`src/rtl/sort_pkg.sv`:
```
// Shared types and helpers for the sort bank readout path.
package sort_pkg;

    localparam int unsigned DATAWIDTH_DEF = 32;

    typedef enum logic [1:0] {
        IDLE = 2'd0,
        SEND = 2'd1,
        DONE = 2'd2
    } state_t;

    // Index counter width; a single-element bank still needs one bit.
    function automatic int unsigned idx_width(input int unsigned n);
        return (n <= 1) ? 1 : $clog2(n);
    endfunction

endpackage

```
`src/rtl/sort_unload_if.sv`:
```
// Valid/ready word stream carrying one bank element plus its index.
interface sort_unload_if #(
    parameter int unsigned DATAWIDTH = 32,
    parameter int unsigned IDXW      = 3
);
    logic [DATAWIDTH-1:0] out_data;
    logic                 out_valid;
    logic                 out_ready;
    logic [IDXW-1:0]      out_idx;
    logic                 out_last;

    modport master (
        output out_data,
        output out_valid,
        output out_idx,
        output out_last,
        input  out_ready
    );

    modport slave (
        input  out_data,
        input  out_valid,
        input  out_idx,
        input  out_last,
        output out_ready
    );
endinterface

```
`src/rtl/sort_elem_mux.sv`:
```
// Combinational select of one element from a flattened register bank.
module sort_elem_mux #(
    parameter int unsigned DATAWIDTH = 32,
    parameter int unsigned NUM_ELEMS = 8,
    parameter int unsigned IDXW      = 3
) (
    input  logic [NUM_ELEMS*DATAWIDTH-1:0] i_vec,
    input  logic [IDXW-1:0]                i_idx,
    output logic [DATAWIDTH-1:0]           o_data_c
);

    always_comb begin
        o_data_c = '0;
        for (int i = 0; i < int'(NUM_ELEMS); i++) begin
            if (i_idx == IDXW'(i)) begin
                o_data_c = i_vec[i*DATAWIDTH +: DATAWIDTH];
            end
        end
    end

endmodule

```
`src/rtl/sort_unload.sv`:
```
// Captures a sorted bank on ld and drains it word by word in index order.
// Optional monotonicity checker enabled by defining SORT_UNLOAD_CHECK_EN.
module sort_unload
    import sort_pkg::*;
#(
    parameter int unsigned DATAWIDTH = DATAWIDTH_DEF,
    parameter int unsigned NUM_ELEMS = 8,
    parameter int unsigned IDXW      = idx_width(NUM_ELEMS)
) (
    input  logic                           clk,
    input  logic                           clr_n,
    input  logic                           ld,
    input  logic [NUM_ELEMS*DATAWIDTH-1:0] in_vec,
`ifdef SORT_UNLOAD_CHECK_EN
    output logic                           err,
`endif
    sort_unload_if.master                  out_if,
    output logic                           busy,
    output logic                           done
);

    localparam int unsigned    BUFW     = NUM_ELEMS * DATAWIDTH;
    localparam logic [IDXW-1:0] LAST_IDX = IDXW'(NUM_ELEMS - 1);

    state_t                r_state;
    state_t                w_state_nxt;
    logic [BUFW-1:0]       r_buf;
    logic [BUFW-1:0]       w_buf_nxt;
    logic [IDXW-1:0]       r_idx;
    logic [IDXW-1:0]       w_idx_nxt;
    logic [DATAWIDTH-1:0]  r_data;
    logic [DATAWIDTH-1:0]  w_sel_data;
    logic                  r_valid;
    logic                  r_last;
    logic                  r_busy;
    logic                  r_done;
    logic                  w_load;
    logic                  w_xfer;

    assign w_xfer = r_valid && out_if.out_ready;

    always_ff @(posedge clk) begin
        if (!clr_n) begin
            r_state <= IDLE;
        end else begin
            r_state <= w_state_nxt;
        end
    end

    always_comb begin
        w_state_nxt = r_state;
        w_idx_nxt   = r_idx;
        w_load      = 1'b0;
        case (r_state)
            IDLE: begin
                if (ld) begin
                    w_load      = 1'b1;
                    w_idx_nxt   = '0;
                    w_state_nxt = SEND;
                end
            end
            SEND: begin
                if (w_xfer) begin
                    if (r_idx == LAST_IDX) begin
                        w_state_nxt = DONE;
                    end else begin
                        w_idx_nxt = r_idx + IDXW'(1);
                    end
                end
            end
            DONE: begin
                w_state_nxt = IDLE;
            end
            default: begin
                w_state_nxt = IDLE;
            end
        endcase
    end

    assign w_buf_nxt = w_load ? in_vec : r_buf;

    // Select from the next-cycle bank/index so out_data is registered with zero extra latency.
    sort_elem_mux #(
        .DATAWIDTH (DATAWIDTH),
        .NUM_ELEMS (NUM_ELEMS),
        .IDXW      (IDXW)
    ) u_elem_mux (
        .i_vec    (w_buf_nxt),
        .i_idx    (w_idx_nxt),
        .o_data_c (w_sel_data)
    );

    always_ff @(posedge clk) begin
        if (!clr_n) begin
            r_buf   <= '0;
            r_idx   <= '0;
            r_data  <= '0;
            r_valid <= 1'b0;
            r_last  <= 1'b0;
            r_busy  <= 1'b0;
            r_done  <= 1'b0;
        end else begin
            r_buf   <= w_buf_nxt;
            r_idx   <= w_idx_nxt;
            r_data  <= w_sel_data;
            r_valid <= (w_state_nxt == SEND);
            r_last  <= (w_state_nxt == SEND) && (w_idx_nxt == LAST_IDX);
            r_busy  <= (w_state_nxt != IDLE);
            r_done  <= (w_state_nxt == DONE);
        end
    end

    assign out_if.out_data  = r_data;
    assign out_if.out_valid = r_valid;
    assign out_if.out_idx   = r_idx;
    assign out_if.out_last  = r_last;
    assign busy             = r_busy;
    assign done             = r_done;

`ifdef SORT_UNLOAD_CHECK_EN
    logic [DATAWIDTH-1:0] r_prev;
    logic                 r_err;

    // Sticky flag for any descending step between consecutive transferred words.
    always_ff @(posedge clk) begin
        if (!clr_n) begin
            r_prev <= '0;
            r_err  <= 1'b0;
        end else if (w_load) begin
            r_err <= 1'b0;
        end else if (w_xfer) begin
            r_prev <= r_data;
            if ((r_idx != '0) && (r_data < r_prev)) begin
                r_err <= 1'b1;
            end
        end
    end

    assign err = r_err;
`endif

endmodule
```
`src/flat_wrapper.sv`:
```
// flat-port wrapper written by rule: the top's interface ports become plain ports
module sort_unload_flat import sort_pkg::*;
#(
    parameter int unsigned DATAWIDTH = DATAWIDTH_DEF,
    parameter int unsigned NUM_ELEMS = 8,
    parameter int unsigned IDXW      = idx_width(NUM_ELEMS)
)
  (clk, clr_n, ld, in_vec, busy, done, out_if_out_data, out_if_out_valid, out_if_out_idx, out_if_out_last, out_if_out_ready);
  sort_unload_if #(.DATAWIDTH(DATAWIDTH), .IDXW(IDXW)) out_if_i ();
  input  logic clk;
  input  logic clr_n;
  input  logic ld;
  input  logic [NUM_ELEMS*DATAWIDTH-1:0] in_vec;
  output logic busy;
  output logic done;
  output wire logic [$bits(out_if_i.out_data)-1:0] out_if_out_data;
  output wire logic [$bits(out_if_i.out_valid)-1:0] out_if_out_valid;
  output wire logic [$bits(out_if_i.out_idx)-1:0] out_if_out_idx;
  output wire logic [$bits(out_if_i.out_last)-1:0] out_if_out_last;
  input wire logic [$bits(out_if_i.out_ready)-1:0] out_if_out_ready;
  assign out_if_out_data = out_if_i.out_data;
  assign out_if_out_valid = out_if_i.out_valid;
  assign out_if_out_idx = out_if_i.out_idx;
  assign out_if_out_last = out_if_i.out_last;
  assign out_if_i.out_ready = out_if_out_ready;
  sort_unload #(.DATAWIDTH(DATAWIDTH), .NUM_ELEMS(NUM_ELEMS), .IDXW(IDXW)) u_core (.clk(clk), .clr_n(clr_n), .ld(ld), .in_vec(in_vec), .out_if(out_if_i), .busy(busy), .done(done));
endmodule
```
`config.mk`:
```
export PLATFORM = sky130hd
export DESIGN_NAME = sort_unload_flat
export DESIGN_NICKNAME = d
export VERILOG_FILES = /design/src/rtl/sort_pkg.sv /design/src/rtl/sort_unload_if.sv /design/src/rtl/sort_elem_mux.sv /design/src/rtl/sort_unload.sv /design/src/flat_wrapper.sv
export SDC_FILE = /design/constraint.sdc
export NUM_CORES = 1
export LEC_CHECK = 0
export ABC_AREA = 1
export BUFFER_PORTS_ARGS = -buffer_cell sky130_fd_sc_hd__buf_2
export CORE_ASPECT_RATIO = 0.75
export CORE_MARGIN = 4
export CORE_UTILIZATION = 30
export DETAILED_ROUTE_END_ITERATION = 7
export PLACE_DENSITY = 0.59
export SYNTH_ARGS = -nofsm -noshare
export SYNTH_HDL_FRONTEND = slang
export SYNTH_SLANG_ARGS = --single-unit
```
`constraint.sdc`:
```
create_clock -name clk -period 2.8 [get_ports clk]
set_clock_uncertainty 0.15 [all_clocks]
set_input_delay 0.28 -clock clk [delete_from_list [all_inputs] [get_ports clk]]
set_output_delay 0.28 -clock clk [all_outputs]
set_load 0.02 [all_outputs]
```
=== After elaboration in Yosys (flattened, before gate mapping) ===
Cells that the tools add are included.

* Add/subtract/negate cells: 1
* Equality and inequality tests: 11
* Mux-type cells: 19
* Reduce and logical (&&, ||, !) cells: 5

{| class="wikitable"
|+ Operators by type and width
! operator !! count
|-
| $mux 256 || 1
|-
| $mux 32 || 8
|-
| $eq 3x3->1 const B || 5
|-
| $mux 3 || 3
|-
| $eq 3x2->1 const B || 2
|-
| $mux 2 || 3
|-
| $pmux 3 s2 || 1
|-
| $eq 2x1->1 const B || 2
|-
| $pmux 2 s2 || 1
|-
| $add 3x1->3 const B || 1
|-
| $eq 3x1->1 const B || 1
|-
| $logic_not 3->1 || 1
|-
| $eq 2x2->1 const B || 1
|-
| $logic_and 1x1->1 || 2
|-
| $logic_not 2->1 || 1
|-
| $mux 1 || 2
|-
| $reduce_bool 2->1 || 1
|}

* Register bits after elaboration: 297
* Output and inout bits: 39
* Logic and storage cells: 44

=== Depth between registers and ports, before layout ===
Gate-level depths: netlist of the first run.

* Word-level depth: 13
* Depth in mapped cells: 14
* Depth with buffers taken out: 12

=== Cells and area by module ===
From an unflattened synthesis of the first run, not the netlist that was laid out.

* Cell total of the unflattened synthesis: 2,212
* Area, all modules: 14,277.4 µm²

{| class="wikitable"
|+ By module, submodules not included
! module !! instances !! cells each !! area each (µm²) !! seq. area each (µm²)
|-
| sort_unload || 1 || 1,771 || 12,152.9 || 5,945.7
|-
| sort_elem_mux || 1 || 441 || 2,124.5 || 0.0
|}

=== Worst setup path after synthesis of the first run ===
Ideal clock, no wire load.

* Kind: register to register
* Start point: register u_core.r_idx[1] (netlist: u_core.out_if.out_idx[1])
* End point: register u_core.r_data[2] (netlist: u_core.out_if.out_data[2])
* Data arrival time: 1.886 ns
* Required time: 2.541 ns
* Setup slack: 0.655 ns
* Cell stages (with the launch flop): 15
* Buffers on the path: 2
* Period minus slack after synthesis: 2.145 ns
* Path through: dfxtp_1 > ha_1 > nand2_1 > nand3_1 > nand2_1 > nand2_2 > inv_2 > nor3_2 > buf_4 > buf_4 > nand2_1 > nand2_1 > inv_2 > nand2_1 > inv_1

* Word-level cells in the longest chain between the ends: 13
* Elaborated cells between the ends (all ways): 22
* Those cells by class: add/sub (1); eq/ne (8); mux (12); reduce/logical (1)

{| class="wikitable"
|+ RTL lines
! what !! line !! RTL
|-
| start: declaration || sort_unload.sv:29 || <nowiki>logic [IDXW-1:0] r_idx;</nowiki>
|-
| start signal: assignment || sort_unload.sv:104 || <nowiki>r_idx <= w_idx_nxt;</nowiki>
|-
| $add 3x1->3 or $eq 3x3->1 (tied branches) || sort_unload.sv:67, sort_unload.sv:64 ||
|-
| $mux 3 || sort_unload.sv:64 || <nowiki>if (r_idx == LAST_IDX) begin</nowiki>
|-
| $mux 3 || sort_unload.sv:63 || <nowiki>if (w_xfer) begin</nowiki>
|-
| $pmux 3 s2 (*) || sort_unload.sv:54 || <nowiki>case (r_state)</nowiki>
|-
| $logic_not 3->1 || sort_elem_mux.sv:15 || <nowiki>if (i_idx == IDXW'(i)) begin</nowiki>
|-
| $mux 32 (7 in series) || sort_elem_mux.sv:15 ||
|-
| $mux 32 (*) || sort_elem_mux.sv:15 ||
|-
| end signal: assignment || sort_unload.sv:105 || <nowiki>r_data <= w_sel_data;</nowiki>
|-
| end: declaration || sort_unload.sv:31 || <nowiki>logic [DATAWIDTH-1:0] r_data;</nowiki>
|}

Every way passes the cells marked *; elsewhere a longest branch is shown, timed or not.
A chain may end at the register's enable or synchronous reset.

=== Worst setup path in the final report of the first run ===
* Start point: register u_core.r_idx[0] (netlist: u_core.out_if.out_idx[0])
* End point: register u_core.r_data[26] (netlist: u_core.out_if.out_data[26])

Same word-level chain as after synthesis.

==> flow_summary.json, run 1 <==
{
  "grt_antenna_before_repair": 2,
  "io_buffer_count": 298,
  "finish.net_count": 2604,
  "timing.critical_path.max_delay_family": "simple AND/OR/NAND/NOR gates",
  "grt.overflow.total": 0,
  "drt_pre_antenna_iters": 5,
  "start_util": 0.305,
  "worst_pin_slew_ps": 530,
  "hold_path_class": "input port to flip-flop",
  "regToRegEndpoint": "u_core.out_if.out_data[26]",
  "cts.repair_timing.setup_buffer_count": 0,
  "synth_nets": 2108,
  "drt-initial-drc-count": 701,
  "layout_setup_ws_ps": 194,
  "worstPathMaxFanout": 36,
  "synth-seq-area-share": 0.449,
  "syn_inst": 1847,
  "flow.area_growth_from_synthesis_pct": 44.3,
  "detailroute.wirelength.met2_um": 23200,
  "power.ir.vdd_worst_mv": 0.383,
  "cts_buffers": 34,
  "worstPathCellList": "ha_1 > nand2_1 > nand3_1 > nand2_1 > nand2_2 > buf_6 > inv_2 > buf_12 > nand4_1 > nand3_1 > nor2_1 > nand4_1 > nand2_1 > inv_1",
  "outcome": "finished clean",
  "reg2reg_setup_slack_ps": 190,
  "period_utilization": 0.931,
  "path_common_cell": "nand2_1",
  "hold_path_startpoint": "in_vec[210]",
  "synth_xor_area_frac": 0,
  "timing.hold.worst_path_depth": 4,
  "static-leakage-power_nw": 9.40,
  "post_synth_fa_ha_maj_area_fraction": 0.000944,
  "ctsRootBufferMaster": "clkbuf_16",
  "met3WireLength_um": 2320,
  "num_vias": 13705,
  "design.die.area_um2": 47700,
  "setup_viols_final": 0,
  "synth_simple_gate_area_share": 0.320,
  "avgRoutedWirePerCell_um": 16.1,
  "detail_route.wirelength.met1_um": 20200,
  "cp_data_required_time_ps": 3050,
  "timing.critical_path.arrival_ps": 2860,
  "drive_gt1_frac": 0.193,
  "std_cell_rows": 66,
  "post-route-min-period_ps": 2610,
  "slowest_cp_cell": "dfxtp_1",
  "post_synth_instance_area_um2": 13300,
  "first_global_vias": 14107,
  "place_hpwl_um": 31000,
  "post-route-drc-count": 0,
  "path_class": "flip-flop to flip-flop",
  "number_of_fillers_in_the_final_layout": 4303,
  "reg2regPathDepth": 14,
  "grt_pass1_wl_um": 74500,
  "p_per_area_nw_per_um2": 577,
  "setup.worst_path.end_class": "flip-flop",
  "maximum_clock_rate_mhz": 384,
  "place.gp.congestion": 0.836,
  "largest_family_of_logic_cells_by_synthesized_area": "simple AND/OR/NAND/NOR gates",
  "max-cap-violations": 0,
  "numClockSinks": 297,
  "routed_via_density": 4.66,
  "synthesized_area_fraction_occupied_by_ao_oa_aoi_and_oai_cells": 0.0918,
  "max_stage_delay_ps": 330,
  "report.final.hold_viol_count": 0,
  "setup_repair_after_global_routing_missed_its_margin": "no",
  "multiplexer_fraction_of_the_synthesized_cell_area": 0.0483,
  "yosys.cell_types.count": 30,
  "die_height_um": 190,
  "leading_cell_type_in_the_layout_fill_and_taps_excluded": "nand2_1",
  "drtAntennaViolNets": 0,
  "post_synth.cell_area_avg_um2": 7.18,
  "count_of_synthesis_stage_warnings_from_yosys": 0,
  "cp-start-kind": "flip-flop",
  "wirelength_um": 47500,
  "finalMaxSlewViolations": 0,
  "pin_count_of_the_biggest_net_entering_global_routing": 93,
  "number_of_buffers_on_the_longest_clock_path": 3,
  "htree_num_levels": 2,
  "layout.cells.most_common_list": "nand2_1, buf_2, dfxtp_1",
  "worst_skew_pair.late_latency_ps": 520,
  "io-pin-count": 299,
  "path_clk_slew_ps": 60,
  "yosys_register_bits": 297,
  "cts_tree": "yes",
  "worst_hold_path.endpoint": "u_core.r_buf[210]",
  "cp.buffers_inverters": 4,
  "dp_worst_setup_slack_ps": 22.0,
  "reg2reg_from": "u_core.out_if.out_idx[0]",
  "overall_fraction_of_global_route_tracks_in_use": 0.194,
  "timing.max_slew.rel_slack": 0.647,
  "summed_negative_setup_slack_over_all_endpoints_ps": 0,
  "placeable_area_um2": 43500,
  "highest-signal-layer": "met4",
  "fp.dieW_um": 251
}
==> routing by layer <==
metal | track usage | vias up
met4 | 0.0736 | 0
li1 | - | 6884
met5 | 0 | -
met1 | 0.233 | 6334
met3 | 0.0342 | 107
met2 | 0.346 | 380
==> metrics by stage <==
| stage | power (mW) | hold WS, ps | util | instance area [um^2] | cells |
|---|---|---|---|---|---|
| after global routing | 11.6 | 44.8 | 0.440 | 19100 | 2944 |
| final | 11.0 | 23.2 | 0.440 | 19100 | 2944 |
| after global placement | 6.12 | 310 | 0.353 | 15400 | 2630 |
| after floorplan | 5.58 | 292 | - | 13300 | 1847 |
| after CTS | 11.2 | 6.20 | 0.439 | 19100 | 2942 |
| after detailed placement | 6.15 | 314 | 0.353 | 15400 | 2630 |
==> power by group <==
group | internal [mW] | total, mW | leakage, nW | switching (mW)
logic | 0.795 | 1.76 | 6.39 | 0.961
registers | 4.51 | 4.58 | 2.45 | 0.0739
clock network | 2.87 | 4.69 | 0.565 | 1.82
total | 8.18 | 11.0 | 9.40 | 2.85
==> worst register-to-register path, cell delays in order, from the launching register on <==
cell and delay, ps:
dfxtp_1 330, ha_1 180, nand2_1 120, nand3_1 140
nand2_1 80, nand2_2 100, buf_6 310, inv_2 150
buf_12 200, nand4_1 90, nand3_1 100, nor2_1 270
nand4_1 150, nand2_1 90, inv_1 40
==> state kept, by name, indices dropped and copies added (netlist names) <==
signal                   cells
u_core.r_buf               256
u_core.out_if.out_valid      1
u_core.out_if.out_idx        3
u_core.out_if.out_last       1
u_core.r_state               2
u_core.done                  1
u_core.out_if.out_data      32
u_core.busy                  1
==> worst max path at each step <==
| stage | from | to | slack (ps) | cells past startpoint |
|---|---|---|---|---|
| 3_5_place_dp | u_core.r_state[1] | u_core.out_if.out_data[13] | 20 | 12 |
| 2_1_floorplan | u_core.out_if.out_idx[1] | u_core.out_if.out_data[2] | 660 | 14 |
| 6_report | u_core.out_if.out_idx[0] | u_core.out_if.out_data[26] | 190 | 14 |
| 3_3_place_gp | u_core.r_state[1] | u_core.out_if.out_data[17] | 50 | 12 |
| 5_1_grt | u_core.out_if.out_idx[0] | u_core.out_if.out_data[26] | 4 | 14 |
| 4_1_cts | u_core.r_state[1] | u_core.out_if.out_data[13] | 1 | 12 |
==> what timing repair did <==
action / in CTS / in global routing
hold buffers: 255 / 0
endpoints found under the hold margin: 255 / 0
gates resized for setup: 0 / 6
endpoints found under the setup margin: 0 / 15
==> synthesized netlist by cell type <==
cell type / instances / area (um^2)
buf_1: 2 / 7.51
clkbuf_1: 82 / 308
dfxtp_1: 297 / 5950
or2_2: 25 / 156
nand3_1: 67 / 335
nand2_1: 455 / 1710
or2_0: 59 / 369
and2_4: 1 / 8.76
ha_1: 1 / 12.5
nor2_1: 232 / 871
a21oi_1: 130 / 651
nor2_4: 1 / 11.3
inv_1: 134 / 503
inv_2: 35 / 131
mux2i_1: 64 / 641
nand4_1: 98 / 613
nor3_2: 2 / 20.0
a31oi_1: 1 / 6.26
nand2_2: 3 / 18.8
o21ai_1: 13 / 65.1
nor3_1: 1 / 5.00
or2_1: 12 / 75.1
nor4_1: 2 / 12.5
and2_1: 1 / 6.26
buf_4: 6 / 45.0
buf_6: 2 / 22.5
nor3_4: 2 / 32.5
o21a_1: 32 / 240
buf_2: 36 / 180
o21ai_0: 51 / 255
==> layout make-up <==
type	count	area [um^2]	area share
Antenna cell	2	5.00	0.000262
Clock buffer	47	1000	0.0525
Clock inverter	10	163	0.00850
Inverter	169	647	0.0338
Multi-Input combinational cell	1253	6150	0.322
Sequential cell	297	5950	0.311
Tap cell	578	723	0.0378
Timing Repair Buffer	588	4490	0.235
==> cell families (layout without fill, tap and decap cells) <==
logic type               after synthesis  count (layout)
buffers and inverters                297             814
other                                  0               2
AO/OA/AOI/OAI                        227             227
adder cells (fa/ha/maj)                1               1
AND/OR/NAND/NOR                      961             961
flip-flops                           297             297
multiplexers                          64              64
Note: power is estimated with default switching activity, not from simulation.
==> inputs of run 2 (changes only) <==
CORE_ASPECT_RATIO = 1.5   (was 0.75)
==> flow_summary.json, run 2 (synthesized netlist as in run 1, its figures left out) <==
{
  "outcome": "finished clean",
  "start_util": 0.303,
  "worst_setup_path_startpoint": "u_core.r_state[1]",
  "worst_skew_pair.late_latency_ps": 570,
  "place_hpwl_um": 30800,
  "path_clk_slew_ps": 70,
  "largest_register_ffs": 256,
  "final_cell_count_no_fill": 2959,
  "setup_viols_final": 0,
  "grt.overflow.total": 0,
  "avgRoutedWirePerCell_um": 15.9,
  "setup.worst_path.end_class": "flip-flop",
  "post-route-drc-count": 0,
  "summed_negative_setup_slack_over_all_endpoints_ps": 0,
  "utilization": 0.435,
  "pin_count_of_the_biggest_net_entering_global_routing": 98,
  "die_height_um": 265,
  "overall_fraction_of_global_route_tracks_in_use": 0.187,
  "hold_path_class": "input port to flip-flop",
  "cts_buffers": 30,
  "leading_cell_type_in_the_layout_fill_and_taps_excluded": "nand2_1",
  "drt_pre_antenna_iters": 7,
  "cts_tree": "yes",
  "finish.net_count": 2607,
  "std_cell_rows": 94,
  "flow.area_growth_from_synthesis_pct": 43.6,
  "reg2reg_from": "u_core.r_state[1]",
  "number_of_buffers_on_the_longest_clock_path": 3,
  "cp-start-kind": "flip-flop",
  "placed_cells_incl_taps": 2630,
  "post-route-min-period_ps": 2470,
  "setup_repair_after_global_routing_missed_its_margin": "no",
  "period_utilization": 0.882,
  "htree_num_levels": 1,
  "grt_pass1_wl_um": 73100,
  "num_vias": 13843,
  "io_buffer_count": 298,
  "wirelength_um": 47000,
  "ctsRootBufferMaster": "clkbuf_16",
  "design.die.area_um2": 47700,
  "layout.cells.most_common_list": "nand2_1, buf_2, dfxtp_1",
  "cts.repair_timing.setup_buffer_count": 0,
  "power.ir.vdd_worst_mv": 0.477,
  "drt-initial-drc-count": 746,
  "worstPathMaxFanout": 77,
  "drtAntennaViolNets": 0,
  "path_class": "flip-flop to flip-flop",
  "first_global_vias": 13835,
  "report.final.hold_viol_count": 0,
  "grt_antenna_before_repair": 13,
  "static-leakage-power_nw": 9.36,
  "hold_path_startpoint": "clr_n",
  "timing.critical_path.arrival_ps": 2790,
  "placeable_area_um2": 43800,
  "maximum_clock_rate_mhz": 405,
  "cp_data_required_time_ps": 3120,
  "finalMaxSlewViolations": 0,
  "worst_pin_slew_ps": 521,
  "routed_via_density": 4.68,
  "timing.max_slew.rel_slack": 0.653,
  "io-pin-count": 299,
  "fp.dieW_um": 180,
  "registers.top_by_ff_count": "u_core.r_buf",
  "max-cap-violations": 0,
  "drive_gt1_frac": 0.193,
  "p_per_area_nw_per_um2": 552,
  "numClockSinks": 297,
  "place.gp.congestion": 0.843
}
## run 2: path summary, 6_finish.rpt
kind                                 to  slack, ps  depth (start not counted)
max          u_core.out_if.out_data[10]        330                         10
min reg2reg            u_core.r_buf[51]        320                          2
min                   u_core.r_buf[117]         50                          3
max reg2reg  u_core.out_if.out_data[10]        330                         10
## run 2: cell type report
type	instances	area [um^2]
fillers	4373	24700
multi-input cells	1253	6150
flip-flops and latches	297	5950
repair buffers	595	4520
clock buffers	44	895
well taps	576	721
inverters	169	647
clock inverters	12	121
diodes	13	32.5
## run 2: worst max-delay path, cell delays in order, from the launching register on
cell	delay, ps
dfxtp_1	420
nor2_1	140
nand2_8	130
buf_12	310
buf_4	430
mux2i_1	300
nor2_1	80
nor2_1	100
nand4_1	100
nand2_1	80
inv_1	30
## run 2: per-stage QoR
step	setup WS (ps)	hold WS (ps)	total power, mW	cell area, um^2
final	329	46.9	10.5	19000
after global routing	124	67.7	11.0	19000
after CTS	251	28.3	10.6	19000
after detailed placement	270	311	6.14	15400
after global placement	330	309	6.11	15400
after floorplan	655	292	5.58	13300
## run 2: metal layers
layer  vias up  wire length [um]  global-route usage
met4         0              2750               0.108
met2       413             22900               0.323
met5         -                 0                   0
li1       6893                 -                   -
met1      6391             19300               0.219
met3       146              2110              0.0323
## run 2: repair_timing
| item | in CTS | in global routing |
|---|---|---|
| endpoints found under the hold margin | 289 | 0 |
| gates resized for setup | 0 | 1 |
| endpoints found under the setup margin | 0 | 1 |
| hold buffers | 260 | 0 |
## run 2: power breakdown
group          switching [mW]  total (mW)  internal, mW
Combinational           0.967        1.77         0.805
Sequential             0.0738        4.58          4.51
Clock                    1.75        4.15          2.40
